==> src/rtl/lane_scatter_pkg.sv <==
// Shared types and helpers for the lane scatter front end.
package scatter_pkg;

    // FILL: collecting beats into lanes; HOLD: presenting a completed vector.
    typedef enum logic [0:0] {
        FILL = 1'b0,
        HOLD = 1'b1
    } scatter_state_t;

    // Width needed to hold a count in the range 0..n.
    function automatic int clog2p1(input int n);
        return $clog2(n + 1);
    endfunction

endpackage

==> src/rtl/lane_scatter_if.sv <==
// Bundles the operand stream (in_*) and the lane-vector stream (out_*).
//
// Handshake: a transfer happens on a rising edge where valid and ready are
// both 1. A producer holding valid=1 keeps its payload stable until the
// transfer, and valid never depends combinationally on ready.
interface lane_scatter_if
    import scatter_pkg::*;
#(
    parameter int N  = 8,
    parameter int W  = 8,
    parameter int CW = clog2p1(N)
) ();

    logic [W-1:0]  in_data;
    logic          in_valid;
    logic          in_last;
    logic          in_ready;

    logic [W-1:0]  out_data [N];
    logic [CW-1:0] out_count;
    logic          out_valid;
    logic          out_ready;

    // The scatter block itself: consumes operands, produces vectors.
    modport slave (
        input  in_data,
        input  in_valid,
        input  in_last,
        output in_ready,
        output out_data,
        output out_count,
        output out_valid,
        input  out_ready
    );

    // Operand producer and vector consumer side.
    modport master (
        output in_data,
        output in_valid,
        output in_last,
        input  in_ready,
        input  out_data,
        input  out_count,
        input  out_valid,
        output out_ready
    );

endinterface

==> src/rtl/lane_scatter.sv <==
// Packs a serial W-bit operand stream into N-lane vectors for the reduction
// tree. Unfilled lanes are zero so they add nothing to the downstream sum.
// A vector in HOLD can be handed off in the same cycle the next vector's
// first beat arrives, so the stream runs without bubbles.
module lane_scatter
    import scatter_pkg::*;
#(
    parameter int N  = 8,
    parameter int W  = 8,
    parameter int CW = clog2p1(N)
) (
    input  logic           clk,
    input  logic           reset_n,
    lane_scatter_if.slave  bus,
    output scatter_state_t dbg_state
);

    scatter_state_t state;
    logic [W-1:0]   lanes [N];
    logic [CW-1:0]  idx;
    logic [CW-1:0]  count;
    // Held low through reset so in_ready only rises after the first edge.
    logic           armed;

    logic           beat_acc;
    logic           beat_closes;
    logic [CW-1:0]  wr_idx;

    // in_ready depends only on registered state and the consumer's ready.
    assign bus.in_ready = armed & ((state == FILL) | bus.out_ready);
    assign beat_acc     = bus.in_valid & bus.in_ready;

    // In HOLD an accepted beat always starts a fresh vector at lane 0.
    assign wr_idx      = (state == HOLD) ? '0 : idx;
    assign beat_closes = bus.in_last | (wr_idx == CW'(N - 1));

    assign bus.out_valid = (state == HOLD);
    assign bus.out_count = count;
    assign bus.out_data  = lanes;
    assign dbg_state     = state;

    // Lane array, index counter and FILL/HOLD state machine.
    always_ff @(posedge clk or negedge reset_n) begin
        if (!reset_n) begin
            state <= FILL;
            idx   <= '0;
            count <= '0;
            armed <= 1'b0;
            for (int i = 0; i < N; i++) begin
                lanes[i] <= '0;
            end
        end else begin
            armed <= 1'b1;
            case (state)
                FILL: begin
                    if (beat_acc) begin
                        for (int i = 0; i < N; i++) begin
                            if (wr_idx == CW'(i)) begin
                                lanes[i] <= bus.in_data;
                            end
                        end
                        if (beat_closes) begin
                            state <= HOLD;
                            count <= wr_idx + CW'(1);
                            idx   <= '0;
                        end else begin
                            idx <= wr_idx + CW'(1);
                        end
                    end
                end
                HOLD: begin
                    // A beat can only be accepted here when the vector is taken.
                    if (bus.out_ready) begin
                        for (int i = 0; i < N; i++) begin
                            lanes[i] <= '0;
                        end
                        if (beat_acc) begin
                            lanes[0] <= bus.in_data;
                            if (beat_closes) begin
                                state <= HOLD;
                                count <= CW'(1);
                                idx   <= '0;
                            end else begin
                                state <= FILL;
                                count <= '0;
                                idx   <= CW'(1);
                            end
                        end else begin
                            state <= FILL;
                            count <= '0;
                            idx   <= '0;
                        end
                    end
                end
                default: begin
                    state <= FILL;
                    count <= '0;
                    idx   <= '0;
                end
            endcase
        end
    end

    // Simulation-only guard against a degenerate lane count.
    always_ff @(posedge clk) begin
        assert (N >= 1) else $fatal(1, "lane_scatter: N must be at least 1");
    end

endmodule
==> src/flat_wrapper.sv <==
// flat-port wrapper written by rule: the top's interface ports become plain ports
module lane_scatter_flat import scatter_pkg::*;
#(
    parameter int N  = 8,
    parameter int W  = 8,
    parameter int CW = clog2p1(N)
)
  (clk, reset_n, dbg_state, bus_in_data, bus_in_valid, bus_in_last, bus_in_ready, bus_out_data, bus_out_count, bus_out_valid, bus_out_ready);
  lane_scatter_if #(.N(N), .W(W), .CW(CW)) bus_i ();
  input  logic clk;
  input  logic reset_n;
  output scatter_state_t dbg_state;
  input wire logic [$bits(bus_i.in_data)-1:0] bus_in_data;
  input wire logic [$bits(bus_i.in_valid)-1:0] bus_in_valid;
  input wire logic [$bits(bus_i.in_last)-1:0] bus_in_last;
  output wire logic [$bits(bus_i.in_ready)-1:0] bus_in_ready;
  output wire logic [$bits(bus_i.out_data)-1:0] bus_out_data;
  output wire logic [$bits(bus_i.out_count)-1:0] bus_out_count;
  output wire logic [$bits(bus_i.out_valid)-1:0] bus_out_valid;
  input wire logic [$bits(bus_i.out_ready)-1:0] bus_out_ready;
  assign bus_i.in_data = bus_in_data;
  assign bus_i.in_valid = bus_in_valid;
  assign bus_i.in_last = bus_in_last;
  assign bus_in_ready = bus_i.in_ready;
  assign bus_out_data = {>>{bus_i.out_data}};
  assign bus_out_count = bus_i.out_count;
  assign bus_out_valid = bus_i.out_valid;
  assign bus_i.out_ready = bus_out_ready;
  lane_scatter #(.N(N), .W(W), .CW(CW)) u_core (.clk(clk), .reset_n(reset_n), .bus(bus_i), .dbg_state(dbg_state));
endmodule
==> config.mk <==
export PLATFORM = sky130hd
export DESIGN_NAME = lane_scatter_flat
export DESIGN_NICKNAME = d
export VERILOG_FILES = /design/src/rtl/lane_scatter_pkg.sv /design/src/rtl/lane_scatter_if.sv /design/src/rtl/lane_scatter.sv /design/src/flat_wrapper.sv
export SDC_FILE = /design/constraint.sdc
export NUM_CORES = 1
export LEC_CHECK = 0
export ABC_AREA = 1
export CORE_MARGIN = 2
export CORE_UTILIZATION = 48
export CTS_CLUSTER_SIZE = 16
export DETAILED_ROUTE_END_ITERATION = 16
export PLACE_DENSITY_LB_ADDON = 0.2
export SYNTH_ARGS = -nofsm -noshare
export SYNTH_HDL_FRONTEND = slang
export SYNTH_SLANG_ARGS = --single-unit
==> constraint.sdc <==
create_clock -name clk -period 1.7 [get_ports clk]
set_input_delay 0.17 -clock clk [delete_from_list [all_inputs] [get_ports clk]]
set_output_delay 0.17 -clock clk [all_outputs]
set_load 0.02 [all_outputs]
* Word-level counts from Yosys, hierarchy flattened *
Index checks and enable logic that the tools add are counted.

storage, ports and cells
  register bits = 74
  latch bits = 0
  bits in writable memories = 0
  memory bits (read-only) = 0
  output and inout bits = 71
  logic and storage cells = 76
  memories kept = 0

cells by class
  $add $sub $neg = 1
  multiply operators = 0
  div/mod/pow operators = 0
  order comparisons = 0
  equality and inequality tests = 18
  shift operators = 0
  mux-type cells = 29
  bitwise gates (word level) = 5
  reductions and logical operators = 11

operators by type and width
  cell                                                             count
  64-bit 2-to-1 mux                                                2
  64-bit one-hot mux with 2 select lines                           1
  8-bit 2-to-1 mux                                                 9
  4-bit 2-to-1 mux                                                 7
  3-bit AND reduction                                              9
  2-bit != test, second input constant                             9
  4-bit by 3-bit == test with 1-bit output, second input constant  4
  4-bit one-hot mux with 2 select lines                            2
  4-bit by 2-bit == test with 1-bit output, second input constant  2
  1-bit 2-to-1 mux                                                 7
  4-bit by 1-bit adder with 4-bit output, second input constant    1
  4-bit by 1-bit == test with 1-bit output, second input constant  1
  4-bit logical NOT                                                1
  2-bit by 1-bit != test with 1-bit output, second input constant  2
  1-bit bitwise AND                                                2
  1-bit OR                                                         2
  1-bit one-hot mux with 2 select lines                            1
  2-bit AND reduction                                              1
  1-bit inverter                                                   1

* Logic depth before layout (Yosys ltp) *
Gate-level depths: netlist of run 1.

  word-level depth = 7
  mapped depth = 9

* Worst setup path before layout of run 1 *
No wires, ideal clock.

  path type = reg2reg
  from = reg u_core.state, in the netlist u_core.bus.out_valid
  to = reg u_core.lanes (netlist bit u_core.bus.out_data[61])
  setup time = 0.118 ns
  arrival time = 1.541 ns
  setup slack = 0.041 ns
  cell stages (with the launch flop) = 7
  cells stage by stage = dfrtp_1 inv_2 o21ai_4 nand2_4 buf_6 nand2_1 o21ai_2

on the way
  cells in the longest elaborated chain, start to end = 7
  elaborated cells between the ends (all ways) = 13
  those cells by class = 3 x eq/ne; 4 x mux; 4 x bitwise; 2 x reduce/logical

ends and longest elaborated chain
  what                                    RTL line            source
  start: declaration                      lane_scatter.sv:18  scatter_state_t state;
  start signal: assignment                lane_scatter.sv:45  state <= FILL;
  start signal: assignment                lane_scatter.sv:63  state <= HOLD;
  start signal: assignment                lane_scatter.sv:80  state <= HOLD;
  1-bit inverter                          n/a
  1-bit OR                                lane_scatter.sv:30  assign bus.in_ready = armed & ((state == FILL) | bus.out_ready);
  1-bit bitwise AND                       lane_scatter.sv:30
  1-bit bitwise AND                       lane_scatter.sv:31  assign beat_acc = bus.in_valid & bus.in_ready;
  8-bit 2-to-1 mux                        lane_scatter.sv:77  if (beat_acc) begin
  64-bit 2-to-1 mux                       lane_scatter.sv:73  if (bus.out_ready) begin
  64-bit one-hot mux with 2 select lines  lane_scatter.sv:54  case (state)
  end signal: indexed assignment          lane_scatter.sv:59  lanes[i] <= bus.in_data;
  end: declaration                        lane_scatter.sv:19  logic [W-1:0] lanes [N];

Parallel ways exist; a longest one is shown, timed or not. The select of a mux whose other input is x is not followed.
A chain may end at the register's enable or synchronous reset.

* Worst setup path after layout of run 1 *
  from = reg u_core.state, in the netlist u_core.bus.out_valid
  to = out dbg_state

RTL lines
  what              RTL line            source
  end: declaration  flat_wrapper.sv:12  output scatter_state_t dbg_state;

No word-level cell between the ends.

==> qor.yml, run 1 <==
outcome:
  run_status: "finished clean"
clock_network:
  clock_path_buffers: 2
  clk_pin_slew_worst_paths_ns: 0.08
  cts_htree_levels: 3
  worstSkewPairLatency_ns: 0.34
  cts_tree: "done"
  cts_buffers: 9
  tritoncts_num_sinks: 74
  root_buffer: "clkbuf_8"
synthesis:
  ys.warnings.count: 0
  yosys_register_bits: 74
  syn-instance-count: 308
  syn_nets: 321
  ys_types: 19
  seq_area_frac_synth_pct: 60.1
  synth.avg_cell_area_sq_um: 10.0
  syn_area_sq_um: 3080
layout:
  fin_area_sq_um: 4200
  fin_util_pct: 66.8
  area_growth_pct: 36.2
  diodes: 0
  layout_commonest_cell: "nand2_1"
  fill_cells: 501
  nets: 412
  regArea_sq_um: 1850
  final_cell_mix: "nand2_1, clkdlybuf4s50_1, dfrtp_1, o21ai_1, o21ai_2"
  instances_no_fill: 481
  drive_gt1_share_pct: 14.6
  multi_input_comb_area_sq_um: 1080
power:
  powerDensity_nw_per_um2: 1680
  power_mw: 7.06
  peakVddDrop_uv: 1060
  p_leak_nw: 2.00
critical_path:
  critPathKind: "flip-flop to primary output"
  cp.arrival_ns: 1.46
  r2r-start: "u_core.bus.out_valid"
  end_kind: "primary output"
  crit_end: "dbg_state"
  required_ns: 1.53
  cp_max_fo: 6
  rr_worst_depth: 6
  r2r_end: "u_core.bus.out_data[16]"
  crit_start: "u_core.bus.out_valid"
  reg2reg_slack_ns: 0.13
  start_kind: "flip-flop"
grt:
  antenna_found_initial: 0
  grt_pass1_vias: 2233
  grt_start_max_net_pins: 39
  grt_pass1_wl_microns: 11800
  grt-ovfl-total: 0
  grt.total_usage_pct: 21.8
drt:
  final_antenna_net_count: 0
  drt-vias-per-instance: 5.06
  remaining_drc_errors: 0
  vias: 2435
  wl_per_cell_microns: 15.2
  wirelength_microns: 7320
  drt_first_pass_iters: 4
  initialDrtViolationCount: 159
floorplanning:
  start_util_pct: 49.1
  die_w_microns: 84.1
  core_area_sq_um: 6280
  dieArea_sq_um: 7070
  boundaryPins: 84
  rows: 29
  die_h_microns: 84.1
timing:
  finalCritPeriodShare_pct: 95.7
  fmax_mhz: 615
  setup_ws_ns: 0.0727
  setup_violations: 0
  rsz0062_at_grt: "yes"
  finalHoldViolations: 0
  max-slew-margin-rel_pct: 64.4
  finalMaxSlewViolations: 0
  clock_skew_ns: 0.00777
  tightest_slew_ns: 0.533
  layout_min_cycle_time_ns: 1.63
place:
  routabilityCongestion: 0.860
  port_buffers: 83
  dp.cells: 464
  pre_cts_ws_ns: 0.0120
  dp_hpwl_microns: 4900
  place_area_sq_um: 3980
hold_path:
  min_path_type: "input port to asynchronous set/reset pin"
flow_run:
  drv_cap: 0
-- layout make-up --
cell class / instances / area share (%)
clock buffer: 10 / 3.28
inverter: 10 / 0.895
tap: 77 / 2.30
timing repair buffer: 92 / 22.0
multi-input combinational: 212 / 25.7
sequential: 74 / 44.1
clock inverter: 6 / 1.73
-- report_power, final --
part | total (mW) | switching (mW) | internal (mW)
Combinational | 2.95 | 1.58 | 1.37
Clock | 1.42 | 0.687 | 0.733
Sequential | 2.69 | 0.339 | 2.35
Total | 7.06 | 2.61 | 4.46
-- worst min-delay path by stage --
| stage | from | to | depth (start not counted) |
|---|---|---|---|
| final | reset_n | u_core.bus.out_data[56] | 2 |
| after global routing | reset_n | u_core.bus.out_data[62] | 2 |
| after CTS | reset_n | u_core.bus.out_data[62] | 2 |
| after detailed placement | reset_n | u_core.bus.out_valid | 1 |
| after global placement | reset_n | u_core.bus.out_data[59] | 1 |
| after floorplan | reset_n | u_core.armed | 0 |
-- synthesized netlist by cell type --
cell / instances / area [sq um]
o21ai_2: 24 / 210
inv_2: 1 / 3.75
dfrtp_1: 74 / 1850
o2111ai_1: 1 / 8.76
nor2_1: 3 / 11.3
o21ai_0: 12 / 60.1
nand2_1: 110 / 413
nand2_4: 8 / 90.1
buf_4: 2 / 15.0
inv_1: 9 / 33.8
conb_1: 1 / 3.75
buf_2: 1 / 5.00
nand4_1: 2 / 12.5
o21ai_1: 40 / 200
clkbuf_1: 1 / 3.75
nand3_1: 9 / 45.0
o21ai_4: 1 / 16.3
buf_6: 8 / 90.1
and2_1: 1 / 6.26
-- worst max-delay path, stage by stage (launching register included) --
cell	delay, ns
dfrtp_1	0.37
buf_4	0.15
clkdlybuf4s50_1	0.60
-- logic make-up after synthesis --
| family | count (synthesis) | share of synthesized area, % |
|---|---|---|
| AO/OA/AOI/OAI | 78 | 16.1 |
| AND/OR/NAND/NOR | 133 | 18.8 |
| flip-flops | 74 | 60.1 |
| buffers and inverters | 22 | 4.91 |
| other | 1 | 0.122 |
-- stage by stage --
stage	hold WS (ns)	setup TNS (ns)
floorplan	-0.126	0
CTS	0.346	0
finish	0.334	0
global placement	0.171	0
detailed placement	0.171	0
global route	0.368	-0.0888
-- layer usage --
metal	wire [microns]	track usage, %
met1	3260	31.6
met2	3360	30.5
met3	549	6.92
met4	158	8.80
met5	0	0
-- repair_timing --
item,in CTS,in global routing
setup endpoints to repair,1,31
hold buffers,1,0
setup buffers,0,0
endpoints found under the hold margin,36,0
gates resized for setup,1,4
-- sequential cells by signal (all words and copies together), names as in the netlist --
| signal | cells |
|---|---|
| u_core.armed | 1 |
| u_core.bus.out_valid | 1 |
| u_core.bus.out_data | 64 |
| u_core.bus.out_count | 4 |
| u_core.idx | 4 |
Note: power is estimated with default switching activity, not from simulation.
==> inputs of run 2 (changes only) <==
- GPL_TIMING_DRIVEN: default -> 0
==> qor.yml, run 2 (synthesis results as in run 1) <==
outcome:
  run_status: "finished clean"
critical_path:
  critPathKind: "flip-flop to flip-flop"
  rr_worst_depth: 7  # +1
  cp_max_fo: 10  # +4
  r2r-start: "u_core.bus.out_valid"
  crit_end: "u_core.bus.out_data[30]"
  required_ns: 1.94  # +0.41 ns
  reg2reg_slack_ns: 0.11  # -0.02 ns
  crit_start: "u_core.bus.out_valid"
  cp.arrival_ns: 1.84  # +0.38 ns
  start_kind: "flip-flop"
  end_kind: "flip-flop"
  r2r_end: "u_core.bus.out_data[30]"
place:
  port_buffers: 83  # unchanged
  routabilityCongestion: 0.903  # +5.0%
  dp_hpwl_microns: 5040  # +2.8%
  place_area_sq_um: 4030  # +1.4%
drt:
  initialDrtViolationCount: 141  # -11%
  vias: 2444  # +0.37%
  wirelength_microns: 7570  # +3.4%
  drt-vias-per-instance: 5.01  # -1.1%
  drt_first_pass_iters: 4  # unchanged
  wl_per_cell_microns: 15.5  # +1.9%
  final_antenna_net_count: 0  # unchanged
  remaining_drc_errors: 0  # unchanged
layout:
  layout_commonest_cell: "nand2_1"
  area_growth_pct: 39.6
  fin_area_sq_um: 4300  # +2.5%
  fill_cells: 512  # +2.2%
  nets: 419  # +1.7%
  largest_register_ffs: 64  # unchanged
  diodes: 0  # unchanged
  drive_gt1_share_pct: 18.2  # +3.6 points
  final_cell_mix: "nand2_1, clkdlybuf4s50_1, dfrtp_1, o21ai_1, o21ai_2"
power:
  p_leak_nw: 2.06  # +2.9%
  powerDensity_nw_per_um2: 1650  # -2.0%
  peakVddDrop_uv: 978  # -7.7%
  power_mw: 7.10  # +0.46%
flow_run:
  drv_cap: 0  # unchanged
clock_network:
  cts_buffers: 9  # unchanged
  worstSkewPairLatency_ns: 0.36  # +0.02 ns
  root_buffer: "clkbuf_8"
  clk_pin_slew_worst_paths_ns: 0.08  # about the same
  tritoncts_num_sinks: 74  # unchanged
  clock_path_buffers: 2  # unchanged
  cts_htree_levels: 3  # unchanged
  cts_tree: "done"
timing:
  holdWs_ns: 0.193  # -0.141 ns
  finalHoldViolations: 0  # unchanged
  rsz0062_at_grt: "no"
  layout_min_cycle_time_ns: 1.59  # -0.0336 ns
  setup_violations: 0  # unchanged
  fmax_mhz: 627  # +2.1%
  finalMaxSlewViolations: 0  # unchanged
  clock_skew_ns: 0.0102  # +0.00238 ns
  finalCritPeriodShare_pct: 93.7  # -2.0 points
  fin_tns_setup_ns: 0  # unchanged
floorplanning:
  die_h_microns: 84.1  # unchanged
  boundaryPins: 84  # unchanged
  rows: 29  # unchanged
  core_area_sq_um: 6280  # unchanged
  die_w_microns: 84.1  # unchanged
  start_util_pct: 49.1  # unchanged
  dieArea_sq_um: 7070  # unchanged
grt:
  grt_pass1_wl_microns: 12400  # +4.7%
  grt-ovfl-total: 0  # unchanged
  grt_start_max_net_pins: 64  # +64%
  grt.total_usage_pct: 22.9  # +1.2 points
  grt_pass1_vias: 2409  # +7.9%
  antenna_found_initial: 0  # unchanged
hold_path:
  min_path_type: "input port to asynchronous set/reset pin"
## run 2: changes by cell type in the layout (fill, tap and decap cells not counted), moves of 2 or more
| cell | change |
|---|---|
| buf_4 | -3 |
| buf_6 | +8 |
| clkinv_2 | +2 |
| nand2_1 | -8 |
| nand2_2 | +8 |
## run 2: how the worst min path moves through the flow
stage,from,slack [ns],endpoint,cells past startpoint
floorplan,reset_n,-0.13,u_core.armed,0
global placement,u_core.bus.out_count[1],0.46,u_core.bus.out_count[1],2
detailed placement,reset_n,0.03,u_core.bus.out_data[60],1
CTS,reset_n,0.19,u_core.bus.out_count[1],2
global route,reset_n,0.19,u_core.bus.out_count[1],2
finish,reset_n,0.19,u_core.bus.out_data[60],2
## run 2: routing by layer
metal	vias to the layer above	track usage, %	wire (microns)
met5	-	0	0
met1	1163	30.7	3350
met4	0	10.4	181
met2	58	34.7	3560
met3	15	6.82	480
li1	1208	-	-
## run 2: report_power, final
part / switching [mW] / total (mW) / internal, mW
registers: 0.340 / 2.69 / 2.35
logic: 1.59 / 3.00 / 1.41
clock network: 0.686 / 1.41 / 0.720
## run 2: worst max-delay path: stages (launching register included)
cell     delay, ns
dfrtp_2       0.46
inv_2         0.14
nand3_1       0.14
o21ai_0       0.31
nand2_4       0.13
buf_6         0.17
nand2_1       0.07
o21ai_2       0.05
## run 2: cell type report
class,instances,area (sq um),area share [%]
Tap cell,77,96.3,2.24
Timing Repair Buffer,87,895,20.8
Sequential cell,74,1850,43.1
Multi-Input combinational cell,212,1100,25.5
Inverter,10,37.5,0.873
Clock buffer,10,138,3.20
Buffer,12,118,2.74
Clock inverter,6,65.1,1.51
## run 2: timing repair
action                                  CTS  global route
endpoints found under the setup margin   60            41
pin swaps                                 1             0
buffers inserted                          0             2
endpoints found under the hold margin    74             0
gates cloned                              0             0
gates resized for setup                  13             6
hold buffers                              1             0
## run 2: stage by stage
step           worst slack [ns]  util (%)  cells
3_5_place_dp             -0.269      64.2    469
3_3_place_gp              -2.08      63.8    468
5_1_grt                  0.0147      68.5    488
2_1_floorplan            0.0410         -    308
6_report                  0.106      68.5    488
4_1_cts                  0.0199      68.0    486
==> inputs of run 3 (changes only) <==
- ABC_AREA: 1 -> default
- CORE_MARGIN: 2 -> default
- CORE_UTILIZATION: 48 -> 49
==> qor.yml, run 3 <==
outcome:
  run_status: "finished with violations"
  violations: "setup timing"
timing:
  clock_skew_ns: 0.00527  # -0.00488 ns
  finalMaxSlewViolations: 0  # unchanged
  rsz0062_at_grt: "yes"
  tightest_slew_ns: 0.552
  setup_violations: 22  # +22
  setup_ws_ns: -0.0159  # -0.122 ns
  finalCritPeriodShare_pct: 101  # +7.2 points
  fmax_mhz: 583  # -7.1%
  max-slew-margin-rel_pct: 63.1
  finalHoldViolations: 0  # unchanged
  layout_min_cycle_time_ns: 1.72  # +0.122 ns
power:
  peakVddDrop_uv: 650  # -34%
  p_leak_nw: 2.21  # +7.4%
  powerDensity_nw_per_um2: 1650  # -0.20%
  power_mw: 7.74  # +9.1%
grt:
  grt_pass1_vias: 2151  # -11%
  grt_start_max_net_pins: 43  # -33%
  grt.total_usage_pct: 21.7  # -1.2 points
  grt_pass1_wl_microns: 11700  # -5.3%
  antenna_found_initial: 0  # unchanged
  grt-ovfl-total: 0  # unchanged
synthesis:
  synth_fa_ha_area_share_pct: 0  # unchanged
  synth.avg_cell_area_sq_um: 14.7  # +47%
  synthXorXnorAreaFrac_pct: 0.772  # +0.77 points
  muxShareOfSynthArea_pct: 24.7  # +25 points
  yosys_register_bits: 74  # unchanged
  synth_top_family_by_area: "multiplexers"
  synth_top_area_cell: "dfrtp_1"
  yosys.cell_count.top_type: "dfrtp_1"
  yosys.area_share.simple_pct: 9.64  # -9.1 points
  ys_types: 37  # +18
  synth_common_cells: "dfrtp_1, mux2_4, nand2_1"
  async_reset_ff_share_pct: 100  # unchanged
  synth_ff_type: "dfrtp_1"
  ys.warnings.count: 0  # unchanged
  seq_area_frac_synth_pct: 54.4  # -5.7 points
  syn_area_sq_um: 3400  # +10%
  syn_nets: 245  # -24%
  synth.area.top_cells: "dfrtp_1, mux2_4, o21ai_4"
  synth_top_area_share_pct: 54.4  # -5.7 points
  synth_compound_area_share_pct: 7.36  # -8.7 points
  syn-instance-count: 232  # -25%
  synth_edf_count: 0  # unchanged
floorplanning:
  rows: 30  # +3.4%
  start_util_pct: 50.4  # +1.3 points
  dieArea_sq_um: 7280  # +2.9%
  boundaryPins: 84  # unchanged
  core_area_sq_um: 6760  # +7.6%
  die_w_microns: 85.3  # +1.4%
  die_h_microns: 85.3  # +1.4%
drt:
  wl_per_cell_microns: 17.6  # +13%
  vias: 2182  # -11%
  final_antenna_net_count: 0  # unchanged
  drt_first_pass_iters: 4  # unchanged
  drt-vias-per-instance: 5.18  # +3.5%
  remaining_drc_errors: 0  # unchanged
  initialDrtViolationCount: 88  # -38%
  wirelength_microns: 7410  # -2.2%
layout:
  fill_cells: 484  # -5.5%
  largest_register_ffs: 64  # unchanged
  drive_gt1_share_pct: 35.2  # +17 points
  area_growth_pct: 38.1
  nets: 349  # -17%
  diodes: 0  # unchanged
  final_cell_mix: "clkdlybuf4s50_1, dfrtp_1, mux2_4, nand2_1, o21ai_0"
  layout_commonest_cell: "clkdlybuf4s50_1"
  instances_no_fill: 421  # -14%
  fin_area_sq_um: 4700  # +9.3%
place:
  routabilityCongestion: 0.791  # -12%
  dp_hpwl_microns: 4960  # -1.6%
  place_area_sq_um: 4350  # +7.9%
  dp.cells: 396  # -16%
  pre_cts_ws_ns: -0.169  # +0.100 ns
  port_buffers: 83  # unchanged
critical_path:
  required_ns: 1.94  # about the same
  cp_slowest_cell: "dfrtp_1"
  reg2reg_slack_ns: -0.02  # -0.12 ns
  end_kind: "flip-flop"
  start_kind: "flip-flop"
  critPathKind: "flip-flop to flip-flop"
  r2r-start: "u_core.bus.out_valid"
  cp_cell_sequence: "buf_6 -> buf_6 -> nand3b_4 -> nand2_4 -> buf_12 -> o21ai_4 -> mux2_4"
  crit_start: "u_core.bus.out_valid"
  cp.arrival_ns: 1.95  # +0.11 ns
  slowest_delay_ns: 0.42  # -0.04 ns
  cp_max_fo: 8  # -2
  cp_common_cell: "buf_6"
flow_run:
  drv_cap: 0  # unchanged
clock_network:
  cts_htree_levels: 3  # unchanged
  clk_pin_slew_worst_paths_ns: 0.08  # about the same
  cts_buffers: 9  # unchanged
  root_buffer: "clkbuf_8"
  clock_path_buffers: 2  # unchanged
  worstSkewPairLatency_ns: 0.35  # about the same
  cts_tree: "done"
  tritoncts_num_sinks: 74  # unchanged
hold_path:
  min_path_type: "input port to asynchronous set/reset pin"
## run 3: report_power, final
| part | total (mW) | internal (mW) | leakage, nW | switching [mW] |
|---|---|---|---|---|
| clock | 1.50 | 0.829 | 0.103 | 0.670 |
| combinational | 3.47 | 1.93 | 1.18 | 1.54 |
| sequential | 2.78 | 2.40 | 0.925 | 0.374 |
## run 3: worst paths after layout
check	endpoint	cells after the start
worst max-delay path	u_core.bus.out_data[6]	7
worst min-delay path	u_core.bus.out_data[2]	2
worst max register to register	u_core.bus.out_data[6]	7
worst min register to register	u_core.bus.out_data[58]	2
max in group asynchronous	u_core.idx[1]	3
min in group clk	u_core.bus.out_data[58]	3
## run 3: worst max-delay path: cells and delay by family, from the launching register on
family / cells / cell delay, ns
AO/OA/AOI/OAI: 1 / 0.16
buffers and inverters: 3 / 0.42
flip-flops: 1 / 0.42
multiplexers: 1 / 0.34
AND/OR/NAND/NOR: 2 / 0.26
## run 3: per-layer routing
metal	up-vias	part of all wire (%)	GRT usage (%)	wire length [microns]
met3	13	4.3	4.09	316
met5	-	0	0	0
met4	0	2.4	10.2	179
li1	1021	-	-	-
met1	1078	48	31.2	3530
met2	70	46	31.9	3380
## run 3: repair_timing
action | CTS | global route
endpoints found under the setup margin | 30 | 69
endpoints found under the hold margin | 32 | 0
pin swaps | 1 | 2
buffers inserted | 6 | 2
resized for setup | 10 | 8
hold buffers | 1 | 0
## run 3: cell families after synthesis
group                  count (synthesis)
AO/OA/AOI/OAI                         27
XOR/XNOR                               3
buffers and inverters                 13
flip-flops                            74
multiplexers                          58
other                                  1
AND/OR/NAND/NOR                       56
## run 3: cell type report
class	count	area (sq um)	area share, %
Buffer	11	106	2.26
Multi-Input combinational cell	145	1490	31.7
Timing Repair Buffer	93	930	19.8
Sequential cell	74	1850	39.4
Inverter	2	7.51	0.160
Clock inverter	6	88.8	1.89
Clock buffer	10	128	2.72
Tap cell	80	100	2.13
## run 3: per-stage QoR
stage | setup TNS (ns) | util (%) | hold WS [ns]
2_1_floorplan | 0 | - | -0.126
3_3_place_gp | -153.20 | 64.1 | 0.462
3_5_place_dp | -2.23 | 64.4 | 0.132
4_1_cts | 0 | 68.6 | 0.299
5_1_grt | -2.41 | 69.6 | 0.335
6_report | -0.132 | 69.6 | 0.296
